$ cat src/rtl/rvx_stream_bus_initiator_pkg.sv
// Shared types and codes for the byte-stream to RVX register-bus initiator.
// Covers FSM state encoding, command/status codes and opcode validation.
package rvx_stream_bus_initiator_pkg;

  typedef enum logic [2:0] {
    ST_IDLE   = 3'd0,
    ST_ADDR   = 3'd1,
    ST_DATA   = 3'd2,
    ST_REQ    = 3'd3,
    ST_WAIT   = 3'd4,
    ST_STATUS = 3'd5,
    ST_RDATA  = 3'd6
  } sbi_state_e;

  localparam logic [3:0] SBI_CMD_READ  = 4'h1;
  localparam logic [3:0] SBI_CMD_WRITE = 4'h2;

  localparam logic [7:0] SBI_STATUS_OK         = 8'h00;
  localparam logic [7:0] SBI_STATUS_TIMEOUT    = 8'h01;
  localparam logic [7:0] SBI_STATUS_BAD_OPCODE = 8'h02;

  // A write with no byte enabled would be a silent no-op, so it is rejected.
  function automatic logic opcode_is_valid(input logic [7:0] opcode);
    logic ok;
    case (opcode[7:4])
      SBI_CMD_READ:  ok = 1'b1;
      SBI_CMD_WRITE: ok = (opcode[3:0] != 4'h0);
      default:       ok = 1'b0;
    endcase
    return ok;
  endfunction

endpackage

$ cat src/rtl/rvx_stream_bus_initiator.sv
// Turns opcode/address/data byte frames into single RVX bus transactions and
// streams back a status byte plus read data. One transaction in flight at a time.
module rvx_stream_bus_initiator
  import rvx_stream_bus_initiator_pkg::*;
#(
  parameter int unsigned TIMEOUT_CYCLES = 255
) (
  input  logic        clock,
  input  logic        reset_n,
  input  logic [7:0]  rx_data,
  input  logic        rx_valid,
  output logic        rx_ready,
  output logic [7:0]  tx_data,
  output logic        tx_valid,
  input  logic        tx_ready,
  output logic [31:0] rw_address,
  input  logic [31:0] read_data,
  output logic        read_request,
  input  logic        read_response,
  output logic [31:0] write_data,
  output logic [3:0]  write_strobe,
  output logic        write_request,
  input  logic        write_response
);

  localparam logic [15:0] TIMER_LAST = 16'(TIMEOUT_CYCLES - 32'd1);

  sbi_state_e  state_r;
  sbi_state_e  state_next_s;
  logic [1:0]  byte_cnt_r;
  logic [15:0] timer_r;
  logic        is_write_r;
  logic [31:0] addr_r;
  logic [31:0] wdata_r;
  logic [31:0] rdata_r;
  logic [3:0]  strobe_r;
  logic [7:0]  tx_data_r;
  logic        rx_fire_s;
  logic        tx_fire_s;
  logic        resp_hit_s;
  logic        timeout_s;

  // Handshake qualifiers; only the response matching the active command counts.
  always_comb begin
    rx_fire_s = rx_valid & rx_ready;
    tx_fire_s = tx_valid & tx_ready;
    if (is_write_r) begin
      resp_hit_s = write_response;
    end else begin
      resp_hit_s = read_response;
    end
    timeout_s = (timer_r == TIMER_LAST);
  end

  // State register.
  always_ff @(posedge clock) begin
    if (!reset_n) begin
      state_r <= ST_IDLE;
    end else begin
      state_r <= state_next_s;
    end
  end

  // Next-state logic.
  always_comb begin
    state_next_s = state_r;
    case (state_r)
      ST_IDLE: begin
        if (rx_fire_s) begin
          if (opcode_is_valid(rx_data)) begin
            state_next_s = ST_ADDR;
          end else begin
            state_next_s = ST_STATUS;
          end
        end else begin
          state_next_s = ST_IDLE;
        end
      end
      ST_ADDR: begin
        if (rx_fire_s && (byte_cnt_r == 2'd3)) begin
          if (is_write_r) begin
            state_next_s = ST_DATA;
          end else begin
            state_next_s = ST_REQ;
          end
        end else begin
          state_next_s = ST_ADDR;
        end
      end
      ST_DATA: begin
        if (rx_fire_s && (byte_cnt_r == 2'd3)) begin
          state_next_s = ST_REQ;
        end else begin
          state_next_s = ST_DATA;
        end
      end
      ST_REQ: state_next_s = ST_WAIT;
      ST_WAIT: begin
        if (resp_hit_s || timeout_s) begin
          state_next_s = ST_STATUS;
        end else begin
          state_next_s = ST_WAIT;
        end
      end
      ST_STATUS: begin
        if (tx_fire_s) begin
          if (!is_write_r && (tx_data_r == SBI_STATUS_OK)) begin
            state_next_s = ST_RDATA;
          end else begin
            state_next_s = ST_IDLE;
          end
        end else begin
          state_next_s = ST_STATUS;
        end
      end
      ST_RDATA: begin
        if (tx_fire_s && (byte_cnt_r == 2'd3)) begin
          state_next_s = ST_IDLE;
        end else begin
          state_next_s = ST_RDATA;
        end
      end
      default: state_next_s = ST_IDLE;
    endcase
  end

  // Output decode; gating with reset_n keeps the bus quiet during reset.
  always_comb begin
    rx_ready      = 1'b0;
    tx_valid      = 1'b0;
    read_request  = 1'b0;
    write_request = 1'b0;
    case (state_r)
      ST_IDLE, ST_ADDR, ST_DATA: rx_ready = reset_n;
      ST_REQ: begin
        read_request  = reset_n & ~is_write_r;
        write_request = reset_n & is_write_r;
      end
      ST_STATUS, ST_RDATA: tx_valid = reset_n;
      default: rx_ready = 1'b0;
    endcase
  end

  // Frame capture, timeout counter and response byte sequencing.
  always_ff @(posedge clock) begin
    if (!reset_n) begin
      byte_cnt_r <= 2'd0;
      timer_r    <= 16'd0;
      is_write_r <= 1'b0;
      addr_r     <= 32'd0;
      wdata_r    <= 32'd0;
      rdata_r    <= 32'd0;
      strobe_r   <= 4'h0;
      tx_data_r  <= 8'h00;
    end else begin
      case (state_r)
        ST_IDLE: begin
          if (rx_fire_s) begin
            byte_cnt_r <= 2'd0;
            if (opcode_is_valid(rx_data)) begin
              is_write_r <= (rx_data[7:4] == SBI_CMD_WRITE);
              if (rx_data[7:4] == SBI_CMD_WRITE) begin
                strobe_r <= rx_data[3:0];
              end else begin
                strobe_r <= 4'h0;
              end
            end else begin
              tx_data_r <= SBI_STATUS_BAD_OPCODE;
            end
          end
        end
        ST_ADDR: begin
          if (rx_fire_s) begin
            addr_r     <= {rx_data, addr_r[31:8]};
            byte_cnt_r <= byte_cnt_r + 2'd1;
          end
        end
        ST_DATA: begin
          if (rx_fire_s) begin
            wdata_r    <= {rx_data, wdata_r[31:8]};
            byte_cnt_r <= byte_cnt_r + 2'd1;
          end
        end
        ST_REQ: timer_r <= 16'd0;
        ST_WAIT: begin
          timer_r <= timer_r + 16'd1;
          if (resp_hit_s) begin
            tx_data_r <= SBI_STATUS_OK;
            if (!is_write_r) begin
              rdata_r <= read_data;
            end
          end else if (timeout_s) begin
            tx_data_r <= SBI_STATUS_TIMEOUT;
          end
        end
        ST_STATUS, ST_RDATA: begin
          if (tx_fire_s) begin
            tx_data_r  <= rdata_r[7:0];
            rdata_r    <= {8'h00, rdata_r[31:8]};
            byte_cnt_r <= (state_r == ST_STATUS) ? 2'd0 : byte_cnt_r + 2'd1;
          end
        end
        default: byte_cnt_r <= 2'd0;
      endcase
    end
  end

  assign tx_data      = tx_data_r;
  assign rw_address   = addr_r;
  assign write_data   = wdata_r;
  assign write_strobe = strobe_r;

endmodule

$ cat config.mk
export PLATFORM = sky130hd
export DESIGN_NAME = rvx_stream_bus_initiator
export DESIGN_NICKNAME = d
export VERILOG_FILES = /design/src/rtl/rvx_stream_bus_initiator_pkg.sv /design/src/rtl/rvx_stream_bus_initiator.sv
export SDC_FILE = /design/constraint.sdc
export NUM_CORES = 1
export LEC_CHECK = 0
export BUFFER_PORTS_ARGS = -buffer_cell sky130_fd_sc_hd__buf_2
export CAP_MARGIN = 20
export CORE_MARGIN = 5
export CORE_UTILIZATION = 29
export DETAILED_ROUTE_END_ITERATION = 6
export GPL_ROUTABILITY_DRIVEN = 0
export PLACE_DENSITY_LB_ADDON = 0.2
export SLEW_MARGIN = 20
export SYNTH_ARGS = -nofsm -noshare
export SYNTH_HDL_FRONTEND = slang
export SYNTH_SLANG_ARGS = --single-unit
$ cat constraint.sdc
create_clock -name clock -period 4.2 [get_ports clock]
set_input_delay 0.63 -clock clock [delete_from_list [all_inputs] [get_ports clock]]
set_output_delay 0.63 -clock clock [all_outputs]
set_load 0.05 [all_outputs]
==> results.sh <==
export IMPL_hp_class="input port to flop"
export IMPL_drc=0
export IMPL_skew_ns=0.0129
export IMPL_power_density_nw_per_um2=443
export IMPL_syn_num_nets=720
export IMPL_ant_nets=0
export IMPL_htreeDepth=4
export IMPL_met2_length_um=7780
export IMPL_io_pins=126
export IMPL_p_int_mw=2.44
export IMPL_fp_dieW_um=149
export IMPL_synth_edf_count=0
export IMPL_hold_buffers=0
export IMPL_numCtsBuffers=17
export IMPL_swShare=0.227
export IMPL_hold_violations=0
export IMPL_outcome="finished, final reports clean"
export IMPL_synth_area_um2=5610
export IMPL_wl_per_cell_um=15.2
export IMPL_switching_power_mw=0.714
export IMPL_ys_ff_latch=130
export IMPL_syn_area_per_cell_um2=8.36
export IMPL_clkTransAtPathRegs_ns=0.06
export IMPL_die_area_um2=22200
export IMPL_io_buffers=125
export IMPL_area_growth_pct=26.7
export IMPL_path_max_fanout=37
export IMPL_dr_total_vias=4987
export IMPL_wl_met3_um=561
export IMPL_dr_max_layer_used="met5"
export IMPL_grt_overflow=0
export IMPL_slew_headroom=0.416
export IMPL_fin_crit_ns=2.88
export IMPL_dr_first_iter_drc_count=305
export IMPL_wl_met1_um=7450
export IMPL_drt_total_wl_um=16100
export IMPL_synth_async_reset_ratio=0
export IMPL_combPwrFrac=0.063
export IMPL_post_cts_setup_buffers=0
export IMPL_cp_end_kind="output pin"
export IMPL_core_area_um2=18900
export IMPL_clockBufferDepth=2
export IMPL_dp_hpwl_um=10900
export IMPL_p_leak_nw=2.89
export IMPL_grt_max_degree=67
export IMPL_final_cell_mix="nand2_1, dfxtp_1, buf_2, a21oi_1, mux2i_1"
export IMPL_path_delay_family="buffers and inverters"
export IMPL_drive_gt1_frac=0.231
export IMPL_fin_tns_setup_ns=0
export IMPL_regToRegSetupSlack_ns=1.83
export IMPL_maxCapViolCount=0
export IMPL_cp_arrival_ns=2.25
export IMPL_cpPeakStageDelay_ns=0.53
export IMPL_start_util=0.297
export IMPL_crit_path_frequent_cell="buf_2"
export IMPL_worstSetupPathType="input port to output pin"
export IMPL_clock_root_buffer="clkbuf_16"
export IMPL_startpoint_type="input port"
export IMPL_clk_latency_ns=0.42
export IMPL_pwr_share_clk=0.534
export IMPL_rsz0062_at_grt="no"
export IMPL_fmax_mhz=347
export IMPL_syn_inst=671
export IMPL_p_seq_frac=0.403
export IMPL_timing_max_transition_violations_final=0
export IMPL_cts_tree="done"
export IMPL_nets=828
export IMPL_dp_cells=1020
export IMPL_crit_chain="buf_2 > clkinv_2 > nor3_1 > buf_2"
export IMPL_ys_warn_count=0
export IMPL_grt_pass1_wl_um=25500
export IMPL_firstDrtPassIters=5
export IMPL_required_ns=3.57
export IMPL_via_per_inst=4.74
export IMPL_ys_seq_area_frac=0.464
export IMPL_grt_pass1_vias=4799
export IMPL_max_slew_worst_pin_slew_ns=0.876
export IMPL_clkSinkCount=130
export IMPL_antenna_found_initial=2
export IMPL_setup_viol=0
export IMPL_vdd_drop_max_mv=0.308
export IMPL_cts_resized=0
export IMPL_die_y_um=149
export IMPL_worst_path_buf_inv=3
export IMPL_layout_cells_non_filler=1053
export IMPL_synth_cell_type_count=63
export IMPL_rows=50
export IMPL_cp_slowest_cell="buf_2"
export IMPL_synth_ff_type="dfxtp_1"
export IMPL_period_share=0.686
export IMPL_layout_commonest_cell="nand2_1"
export IMPL_power_total_mw=3.15
export IMPL_gr_usage_all_layers=0.142
==> through the flow <==
step	worst slack, ns	instance area, um2	utilization	hold slack [ns]
3_5_place_dp	1.29	6440	0.341	0.444
5_1_grt	1.16	7110	0.376	0.444
3_3_place_gp	1.32	6440	0.341	0.440
2_1_floorplan	1.33	5610	-	0.434
4_1_cts	1.28	7110	0.376	0.434
6_report	1.32	7110	0.376	0.448
==> final timing paths <==
check	from	endpoint	depth (start not counted)
setup / recovery	reset_n	write_request	4
hold / removal	read_data[24]	rdata_r[24]	3
setup reg to reg	state_r[0]	rdata_r[16]	5
hold reg to reg	write_data[3]	write_data[3]	2
==> kinds of logic (layout without fill, tap and decap cells) <==
logic type      count (synthesis)  after routing  share of synthesized area
buf+inv                        54            175                     0.0419
xor+xnor                        1              1                    0.00156
fa+ha+maj                       4              4                    0.00847
compound gates                181            181                      0.192
other cells                     0              1                          0
mux                            41             41                     0.0738
simple gates                  260            260                      0.219
flops                         130            130                      0.464
==> cells in the mapped netlist, drive strengths merged (2+ instances only) <==
master / number / area, um2
nand4: 6 / 37.5
and4: 4 / 35.0
and2: 2 / 12.5
ha: 3 / 37.5
or4: 4 / 33.8
nand3b: 5 / 37.5
a211oi: 25 / 188
nand2b: 6 / 37.5
a21boi: 4 / 30.0
o22ai: 3 / 32.5
o21a: 5 / 37.5
a21oi: 107 / 536
mux2i: 38 / 380
nor2b: 2 / 12.5
buf: 15 / 88.8
o21ai: 17 / 85.1
a21o: 3 / 22.5
nor3b: 3 / 27.5
or3: 5 / 31.3
a221oi: 2 / 30.0
inv: 7 / 26.3
clkbuf: 31 / 116
nor3: 6 / 35.0
or2: 2 / 15.0
nand3: 12 / 60.1
mux2: 3 / 33.8
nor4: 5 / 52.6
nand2: 175 / 657
a31oi: 7 / 43.8
dfxtp: 130 / 2600
and3: 3 / 18.8
nor2: 12 / 45.0
==> worst min-delay path: stages <==
cell     delay [ns]
buf_2          0.09
nand2_1        0.04
a21oi_1        0.05
==> power groups by stage <==
| stage | clock network (mW) | registers [mW] | logic (mW) |
|---|---|---|---|
| after global placement | 0 | 1.30 | 0.201 |
| after detailed placement | 0 | 1.30 | 0.201 |
| after global routing | 1.78 | 1.27 | 0.219 |
| after floorplan | 0 | 1.31 | 0.125 |
| final | 1.68 | 1.27 | 0.198 |
| after CTS | 1.72 | 1.27 | 0.202 |
==> registers in the layout, summed over array words and instances (netlist names) <==
name	cells
rw_address	32
rdata_r	32
byte_cnt_r	2
write_strobe	4
is_write_r	1
tx_data	8
state_r	3
timer_r	16
write_data	32
==> per-layer routing <==
layer	up-vias	track usage
met1	2316	0.188
met4	2	0.0490
met3	15	0.0377
li1	2577	-
met5	-	0
met2	77	0.226
==> layout make-up <==
cell class	count	area [um2]
antenna	1	2.50
clock buffer	20	437
clock inverter	12	230
fill	2048	11800
inverter	8	31.3
multi-input combinational	487	2780
sequential	130	2600
tap	260	325
timing repair buffer	135	701
Power figures use the tool's default switching activity.
